**src/rtl/reset_sequencer_if.sv**
```systemverilog
`default_nettype none
// ============================================================================
// Module      : reset_sequencer_if
// Description : Request inputs and reset outputs of the board reset sequencer.
// Revision    : 1.0 - initial release
// ============================================================================
interface reset_sequencer_if #(
  parameter int N_CHANNELS = 3
);
  logic                  btn_i;
  logic                  soft_reset_i;
  logic                  wdt_kick_i;
  logic [N_CHANNELS-1:0] reset_o;
  logic                  all_released_o;
  logic [1:0]            cause_o;

  modport master (
    output btn_i, soft_reset_i, wdt_kick_i,
    input  reset_o, all_released_o, cause_o
  );

  modport slave (
    input  btn_i, soft_reset_i, wdt_kick_i,
    output reset_o, all_released_o, cause_o
  );
endinterface
`default_nettype wire

```
**src/rtl/reset_sequencer.sv**
```systemverilog
`default_nettype none
// ============================================================================
// Module      : reset_sequencer
// Description : Board reset controller with staggered channel release and cause log.
// Revision    : 1.0 - initial release
// ============================================================================
module reset_sequencer #(
  parameter int N_CHANNELS      = 3,
  parameter int POR_CYCLES      = 63,
  parameter int STAGGER_CYCLES  = 16,
  parameter int DEBOUNCE_CYCLES = 120000,
  parameter bit BTN_ACTIVE_LOW  = 1'b1,
  parameter int WDT_CYCLES      = 0
) (
  input wire logic         clk,
  input wire logic         reset_i,
  reset_sequencer_if.slave bus
);

  localparam int HOLD_W    = $clog2(POR_CYCLES + 1);
  localparam int STG_W     = (STAGGER_CYCLES > 0) ? $clog2(STAGGER_CYCLES + 1) : 1;
  localparam int DB_W      = $clog2(DEBOUNCE_CYCLES + 1);
  localparam bit STAGGERED = (STAGGER_CYCLES > 0) && (N_CHANNELS > 1);
  localparam logic BTN_IDLE = BTN_ACTIVE_LOW;

  typedef enum logic [1:0] {
    ST_HOLD    = 2'd0,
    ST_RELEASE = 2'd1,
    ST_RUN     = 2'd2
  } state_e;

  // Initial values mirror reset values so FPGA configuration acts as a POR.
  logic                  btn_s1_q     = BTN_IDLE;
  logic                  btn_s2_q     = BTN_IDLE;
  logic                  db_pressed_q = 1'b0;
  logic [DB_W-1:0]       db_cnt_q     = '0;
  state_e                state_q      = ST_HOLD;
  state_e                state_d;
  logic [HOLD_W-1:0]     hold_cnt_q   = '0;
  logic [HOLD_W-1:0]     hold_cnt_d;
  logic [STG_W-1:0]      stg_cnt_q    = '0;
  logic [STG_W-1:0]      stg_cnt_d;
  logic [N_CHANNELS-1:0] rst_q        = '1;
  logic [N_CHANNELS-1:0] rst_d;
  logic                  all_rel_q    = 1'b0;
  logic                  all_rel_d;
  logic [1:0]            cause_q      = 2'd0;
  logic [1:0]            cause_d;

  logic btn_raw_pressed;
  logic wdt_expire;
  logic req;

  assign btn_raw_pressed = btn_s2_q ^ BTN_ACTIVE_LOW;

  always_ff @(posedge clk) begin
    if (reset_i) begin
      btn_s1_q     <= BTN_IDLE;
      btn_s2_q     <= BTN_IDLE;
      db_pressed_q <= 1'b0;
      db_cnt_q     <= '0;
    end else begin
      btn_s1_q <= bus.btn_i;
      btn_s2_q <= btn_s1_q;
      if (btn_raw_pressed == db_pressed_q) begin
        db_cnt_q <= '0;
      end else if (db_cnt_q == DB_W'(DEBOUNCE_CYCLES - 1)) begin
        db_pressed_q <= btn_raw_pressed;
        db_cnt_q     <= '0;
      end else begin
        db_cnt_q <= db_cnt_q + 1'b1;
      end
    end
  end

  generate
    if (WDT_CYCLES > 0) begin : g_wdt
      localparam int WDT_W = $clog2(WDT_CYCLES + 1);
      logic [WDT_W-1:0] wdt_cnt_q = '0;

      // A kick on the terminal cycle suppresses the expiry.
      assign wdt_expire = (state_q == ST_RUN) && !bus.wdt_kick_i &&
                          (wdt_cnt_q == WDT_W'(WDT_CYCLES - 1));

      always_ff @(posedge clk) begin
        if (reset_i || (state_q != ST_RUN) || bus.wdt_kick_i) begin
          wdt_cnt_q <= '0;
        end else if (wdt_cnt_q != WDT_W'(WDT_CYCLES - 1)) begin
          wdt_cnt_q <= wdt_cnt_q + 1'b1;
        end
      end
    end else begin : g_no_wdt
      assign wdt_expire = 1'b0;
    end
  endgenerate

  assign req = reset_i | db_pressed_q | bus.soft_reset_i | wdt_expire;

  always_comb begin
    state_d    = state_q;
    hold_cnt_d = hold_cnt_q;
    stg_cnt_d  = stg_cnt_q;
    rst_d      = rst_q;
    all_rel_d  = all_rel_q;
    cause_d    = cause_q;
    if (req) begin
      state_d    = ST_HOLD;
      hold_cnt_d = '0;
      stg_cnt_d  = '0;
      rst_d      = '1;
      all_rel_d  = 1'b0;
      if (reset_i)           cause_d = 2'd0;
      else if (db_pressed_q) cause_d = 2'd1;
      else if (wdt_expire)   cause_d = 2'd3;
      else                   cause_d = 2'd2;
    end else begin
      case (state_q)
        ST_HOLD: begin
          if (hold_cnt_q == HOLD_W'(POR_CYCLES - 1)) begin
            hold_cnt_d = '0;
            stg_cnt_d  = '0;
            if (STAGGERED) begin
              state_d = ST_RELEASE;
              rst_d   = rst_q << 1;
            end else begin
              state_d   = ST_RUN;
              rst_d     = '0;
              all_rel_d = 1'b1;
            end
          end else begin
            hold_cnt_d = hold_cnt_q + 1'b1;
          end
        end
        ST_RELEASE: begin
          if (stg_cnt_q == STG_W'(STAGGER_CYCLES - 1)) begin
            stg_cnt_d = '0;
            rst_d     = rst_q << 1;
            if (rst_d == '0) begin
              state_d   = ST_RUN;
              all_rel_d = 1'b1;
            end
          end else begin
            stg_cnt_d = stg_cnt_q + 1'b1;
          end
        end
        ST_RUN: begin
          state_d = ST_RUN;
        end
        default: begin
          state_d = ST_HOLD;
        end
      endcase
    end
  end

  always_ff @(posedge clk) begin
    if (reset_i) begin
      state_q    <= ST_HOLD;
      hold_cnt_q <= '0;
      stg_cnt_q  <= '0;
      rst_q      <= '1;
      all_rel_q  <= 1'b0;
      cause_q    <= 2'd0;
    end else begin
      state_q    <= state_d;
      hold_cnt_q <= hold_cnt_d;
      stg_cnt_q  <= stg_cnt_d;
      rst_q      <= rst_d;
      all_rel_q  <= all_rel_d;
      cause_q    <= cause_d;
    end
  end

  assign bus.reset_o        = rst_q;
  assign bus.all_released_o = all_rel_q;
  assign bus.cause_o        = cause_q;

endmodule
`default_nettype wire

```
**src/flat_wrapper.sv**
```systemverilog
// flat-port wrapper written by rule: the top's interface ports become plain ports
module reset_sequencer_flat 
#(
  parameter int N_CHANNELS      = 3,
  parameter int POR_CYCLES      = 63,
  parameter int STAGGER_CYCLES  = 16,
  parameter int DEBOUNCE_CYCLES = 120000,
  parameter bit BTN_ACTIVE_LOW  = 1'b1,
  parameter int WDT_CYCLES      = 0
)
  (clk, reset_i, bus_btn_i, bus_soft_reset_i, bus_wdt_kick_i, bus_reset_o, bus_all_released_o, bus_cause_o);
  reset_sequencer_if #(.N_CHANNELS(N_CHANNELS)) bus_i ();
  input wire logic clk;
  input wire logic reset_i;
  input wire logic [$bits(bus_i.btn_i)-1:0] bus_btn_i;
  input wire logic [$bits(bus_i.soft_reset_i)-1:0] bus_soft_reset_i;
  input wire logic [$bits(bus_i.wdt_kick_i)-1:0] bus_wdt_kick_i;
  output wire logic [$bits(bus_i.reset_o)-1:0] bus_reset_o;
  output wire logic [$bits(bus_i.all_released_o)-1:0] bus_all_released_o;
  output wire logic [$bits(bus_i.cause_o)-1:0] bus_cause_o;
  assign bus_i.btn_i = bus_btn_i;
  assign bus_i.soft_reset_i = bus_soft_reset_i;
  assign bus_i.wdt_kick_i = bus_wdt_kick_i;
  assign bus_reset_o = bus_i.reset_o;
  assign bus_all_released_o = bus_i.all_released_o;
  assign bus_cause_o = bus_i.cause_o;
  reset_sequencer #(.N_CHANNELS(N_CHANNELS), .POR_CYCLES(POR_CYCLES), .STAGGER_CYCLES(STAGGER_CYCLES), .DEBOUNCE_CYCLES(DEBOUNCE_CYCLES), .BTN_ACTIVE_LOW(BTN_ACTIVE_LOW), .WDT_CYCLES(WDT_CYCLES)) u_core (.clk(clk), .reset_i(reset_i), .bus(bus_i));
endmodule
```
**config.mk**
```make
export PLATFORM = sky130hd
export DESIGN_NAME = reset_sequencer_flat
export DESIGN_NICKNAME = d
export VERILOG_FILES = /design/src/rtl/reset_sequencer_if.sv /design/src/rtl/reset_sequencer.sv /design/src/flat_wrapper.sv
export SDC_FILE = /design/constraint.sdc
export NUM_CORES = 1
export LEC_CHECK = 0
export CORE_MARGIN = 3
export CORE_UTILIZATION = 40
export CTS_CLUSTER_SIZE = 10
export DETAILED_ROUTE_END_ITERATION = 10
export PLACE_DENSITY = 0.65
export SLEW_MARGIN = 15
export SYNTH_ARGS = -nofsm -noshare
export SYNTH_HDL_FRONTEND = slang
export SYNTH_SLANG_ARGS = --single-unit
```
**constraint.sdc**
```tcl
create_clock -name clk -period 1.65 [get_ports clk]
set_input_delay 0.495 -clock clk [delete_from_list [all_inputs] [get_ports clk]]
set_output_delay 0.495 -clock clk [all_outputs]
set_load 0.005 [all_outputs]
```
# [After elaboration in Yosys (flattened, before gate mapping)]
# Index checks and enable logic that the tools add are counted.
[word_totals] input_bits=5 regBits=39 elab_cells=48
[classes] addsub=3 n_eq_ne=9 muxes=12 n_bitwise=4 reduce_logical=10
[op_table] cell="17-bit by 1-bit adder with 17-bit output (second input constant)" n=1
[op_table] cell="17-bit == test (second input constant)" n=1
[op_table] cell="5-bit two-way mux" n=2
[op_table] cell="5-bit case mux with 2 select lines" n=1
[op_table] cell="3-bit AND reduction" n=3
[op_table] cell="2-bit two-way mux" n=4
[op_table] cell="6-bit by 1-bit adder with 6-bit output (second input constant)" n=1
[op_table] cell="6-bit == test (second input constant)" n=1
[op_table] cell="3-bit two-way mux" n=2
[op_table] cell="6-bit two-way mux" n=1
[op_table] cell="2-bit by 1-bit != test with 1-bit output (second input constant)" n=3
[op_table] cell="2-bit case mux with 3 select lines" n=1
[op_table] cell="3-bit case mux with 2 select lines" n=1
[op_table] cell="5-bit by 1-bit adder with 5-bit output (second input constant)" n=1
[op_table] cell="5-bit by 4-bit == test with 1-bit output (second input constant)" n=1
[op_table] cell="2-bit AND reduction" n=2
[op_table] cell="3-bit logical NOT" n=1
[op_table] cell="3-bit OR reduction" n=1
[op_table] cell="2-bit by 1-bit == test with 1-bit output (second input constant)" n=1
[op_table] cell="2-bit == test (second input constant)" n=1
[op_table] cell="2-bit logical NOT" n=1
[op_table] cell="1-bit NOT" n=2
[op_table] cell="1-bit OR" n=2
[op_table] cell="2-bit nonzero test" n=1
[op_table] cell="other kinds (2)" n=2

# [Logic depth before layout (Yosys ltp)]
[depth] ltp_word=4 depth_mapped=6 ltp_nobuf=6

# [Worst setup path before layout]
# Ideal clock, no wire load.
[synth_path] path_type="register -> register" start="register u_core.hold_cnt_q[0]" end="register u_core.stg_cnt_q[3]" arrival_ns=1.521 synth_period_minus_slack_ns=1.592 path_buffers=0 setup_time_ns=0.071 stages_incl_launch_ff=7 setup_slack_ns=0.058 cell_sequence="dfxtp_1 inv_1 ha_1 nand4_2 a2bb2oi_2 or4_1 a21oi_1"
[synth_between] elab_chain_len=3
[synth_lines] element="from (decl)" line_no="reset_sequencer.sv:39" text="logic [HOLD_W-1:0] hold_cnt_q = '0;"
[synth_lines] element="from (signal assigned)" line_no="reset_sequencer.sv:166" text="hold_cnt_q <= hold_cnt_d;"
[synth_lines] element="6-bit == test" line_no="reset_sequencer.sv:119" text="if (hold_cnt_q == HOLD_W'(POR_CYCLES - 1)) begin"
[synth_lines] element="2-bit by 1-bit != test with 1-bit output (no line)"
[synth_lines] element="2-bit AND reduction (no line)"
[synth_lines] element="to (signal assigned)" line_no="reset_sequencer.sv:167" text="stg_cnt_q <= stg_cnt_d;"
[synth_lines] element="to (decl)" line_no="reset_sequencer.sv:41" text="logic [STG_W-1:0] stg_cnt_q = '0;"
# Every way passes these cells.
# A chain may end at the register's enable or synchronous reset.

# [Worst setup path in the final report]
[layout_path] start="register u_core.cause_q[0], in the netlist u_core.bus.cause_o[0]" end="output bus_cause_o[0]"
[layout_lines] element="from (decl)" line_no="reset_sequencer.sv:47" text="logic [1:0] cause_q = 2'd0;"
[layout_lines] element="from (signal assigned)" line_no="reset_sequencer.sv:170" text="cause_q <= cause_d;"
[layout_lines] element="to (decl)" line_no="flat_wrapper.sv:20" text="output wire logic [$bits(bus_i.cause_o)-1:0] bus_cause_o;"
# No word-level cell between the ends.

==> key figures <==
Power and ir drop
  – P per Cell Area: 786 nW/µm²
  – LEAKAGE: 0.791 nW
  – Peak VDD IR: 0.491 mV
  – Total power: 1.73 mW

Setup path
  – CP max-delay cell: clkdlybuf4s50_1
  – CP Cell Sequence: clkdlybuf4s50_1
  – Data arrival, critical path: 1.12 ns
  – CP top delay family: buffers and inverters
  – Critical Path Sink Type: primary output
  – WP buf/inv: 1
  – Critical path class: reg -> out
  – Largest stage delay, worst path: 0.50 ns
  – Crit Path Max Fanout: 2
  – CP Launch Type: register
  – CP Data Required Time: 1.15 ns

GRT
  – Total gr overflow: 0
  – First-pass GRT wire length: 5.49 mm
  – Total track usage: 13.4%
  – Number of global-route vias before repair: 1,289
  – Largest net degree at the start of global routing: 18
  – Initial antenna violation count: 0

Floorplan
  – Initial core utilization: 42.7%
  – Die width: 72.2 µm
  – # rows: 23
  – Die ar.: 5220 µm²
  – Die Ht: 72.2 µm
  – I/O pins: 11
  – Core area: 4120 µm²

Layout
  – Fillers: 375
  – Nets: 245
  – Final Util: 53.4%
  – Commonest non-fill, non-tap cell in the layout: dfxtp_1
  – Ant diodes: 0
  – Area delta synth->final: 25.2%
  – Share of cells above drive strength 1: 17.9%
  – Final Instance Count excl. Fillers: 285
  – Most frequent cells in the layout: 36 x dfxtp_1, 31 x nor2_1, 21 x buf_4
  – Fin area: 2200 µm²

Flow run
  – Maxcap violations: 0

Place
  – Area after DPL: 2060 µm²
  – Setup WS pre-CTS: -0.209 ns
  – Placer congestion estimate: 0.758
  – Dpl cells: 276
  – Port bufs: 9
  – Detail Placement HPWL: 2.32 mm

Clock tree
  – H-tree depth: 2
  – Clk pin slew, worst setup/hold paths: 0.07 ns
  – CTS tree: built
  – CTS Sinks: 39
  – Hold-fix buffers, CTS: 0
  – Number of CTS-inserted buffers: 5
  – Clock insertion delay at the later pin of the skew report: 0.30 ns
  – Clk root buf: clkbuf_8
  – Clk buf depth: 2

Timing
  – Min Tclk post-route: 1.62 ns
  – Slew Viols, Final: 0
  – Period utilization: 98.1%
  – Final setup fails: 0
  – Clk_skew: 0.00481 ns
  – Slew headroom: 75.0%
  – Final hold viol count: 0
  – Final hold slack: 0.415 ns
  – Worst slew pin tran: 0.371 ns
  – Setup tns final: 0 ns
  – Achievable Freq: 618 MHz
  – RSZ-0062 raised after global routing: true
  – Post-route setup slack: 0.0315 ns

Yosys
  – Ys async rst share: 0%
  – Cell Area, Synth: 1760 µm²
  – Synth Register Bits: 39
  – Synth unique cells: 39
  – Syn. warnings: 0
  – Post-Synthesis Cells: 199
  – Top FF cell, synth: dfxtp_1
  – Syn_nets: 210
  – EDFF count, synth: 0
  – Register area share after synthesis: 44.5%
  – Syn_area_per_cell: 8.82 µm²

Route
  – WL final: 3.45 mm
  – Drt pass-1 iters: 4
  – DR vias/cell: 5.32
  – Antenna viol nets, final: 0
  – Vias after detailed routing: 1,515
  – Drt drc: 0
  – Wire per inst: 12.1 µm
  – Iteration-0 DRC count of the detailed router: 62

Outcome
  – Status: complete, no violations

Min path
  – HP Class: reg -> reg
-- synth_stat cells (2+ instances only) --
| master | n | area (µm²) |
|---|---|---|
| ha_1 | 6 | 75.1 |
| nand2_1 | 11 | 41.3 |
| o21ai_0 | 8 | 40.0 |
| nor3_1 | 5 | 25.0 |
| or2_2 | 2 | 12.5 |
| inv_1 | 10 | 37.5 |
| clkbuf_1 | 2 | 7.51 |
| nand4_1 | 7 | 43.8 |
| nor4_1 | 6 | 37.5 |
| and4_1 | 2 | 17.5 |
| xnor2_1 | 9 | 78.8 |
| and2_1 | 2 | 12.5 |
| nor4b_1 | 2 | 17.5 |
| a211oi_1 | 2 | 15.0 |
| mux2i_1 | 3 | 30.0 |
| a21oi_1 | 13 | 65.1 |
| xor2_1 | 7 | 61.3 |
| nor2_1 | 31 | 116 |
| nand3_1 | 10 | 50.1 |
| dfxtp_1 | 39 | 781 |
| or3_1 | 4 | 25.0 |
-- logic make-up after synthesis --
logic type,after synthesis,synth area share [%]
AND/OR/NAND/NOR,88,25.7
flip-flops,39,44.5
AO/OA/AOI/OAI,34,12.8
XOR/XNOR,16,7.98
buffers and inverters,13,2.99
adder cells (fa/ha/maj),6,4.28
multiplexers,3,1.71
-- path summary, 6_finish.rpt --
check	from	to	slack, ns	depth (start not counted)
hold / removal	u_core.btn_s1_q$_SDFF_PP1_	u_core.btn_s2_q$_SDFF_PP1_	0.41	1
hold reg to reg	u_core.btn_s1_q$_SDFF_PP1_	u_core.btn_s2_q$_SDFF_PP1_	0.41	1
setup reg to reg	u_core.hold_cnt_q[0]$_SDFFE_PP0P_	u_core.stg_cnt_q[3]$_SDFFE_PP0P_	0.09	6
setup / recovery	u_core.bus.cause_o[0]$_SDFFE_PP0P_	bus_cause_o[0]	0.03	1
-- repair_timing --
item / 4_1_cts / 5_1_grt
gates resized for setup: 7 / 7
pin swaps: 0 / 2
endpoints found under the setup margin: 3 / 7
buffers inserted: 0 / 1
-- per-layer routing --
layer  track usage [%]  vias to the layer above  wire (µm)
met5                 0                        -          0
met4              8.56                        0         87
met3              3.46                        8        142
met2              20.4                       25       1640
met1              16.8                      704       1570
li1                  -                      778          -
-- report_power, final --
group | internal, mW | switching [mW] | total (mW)
Combinational | 0.0353 | 0.0288 | 0.0640
Sequential | 0.945 | 0.00430 | 0.949
Clock | 0.381 | 0.334 | 0.715
Total | 1.36 | 0.367 | 1.73
-- final cells by class --
class	instances	area (µm²)	share of cell area, %
clock buffers	8	100	4.55
multi-input cells	147	942	42.9
inverters	10	37.5	1.71
well taps	50	62.6	2.85
flip-flops and latches	39	790	35.9
repair buffers	31	267	12.1
-- flip-flops by register name, summed over array words and instances, names as in the netlist, 2 cells and up --
name	count
u_core.bus.cause_o	2
u_core.hold_cnt_q	6
u_core.state_q	2
u_core.db_cnt_q	17
u_core.stg_cnt_q	5
u_core.bus.reset_o	3
(Power assumes the default switching activity.)
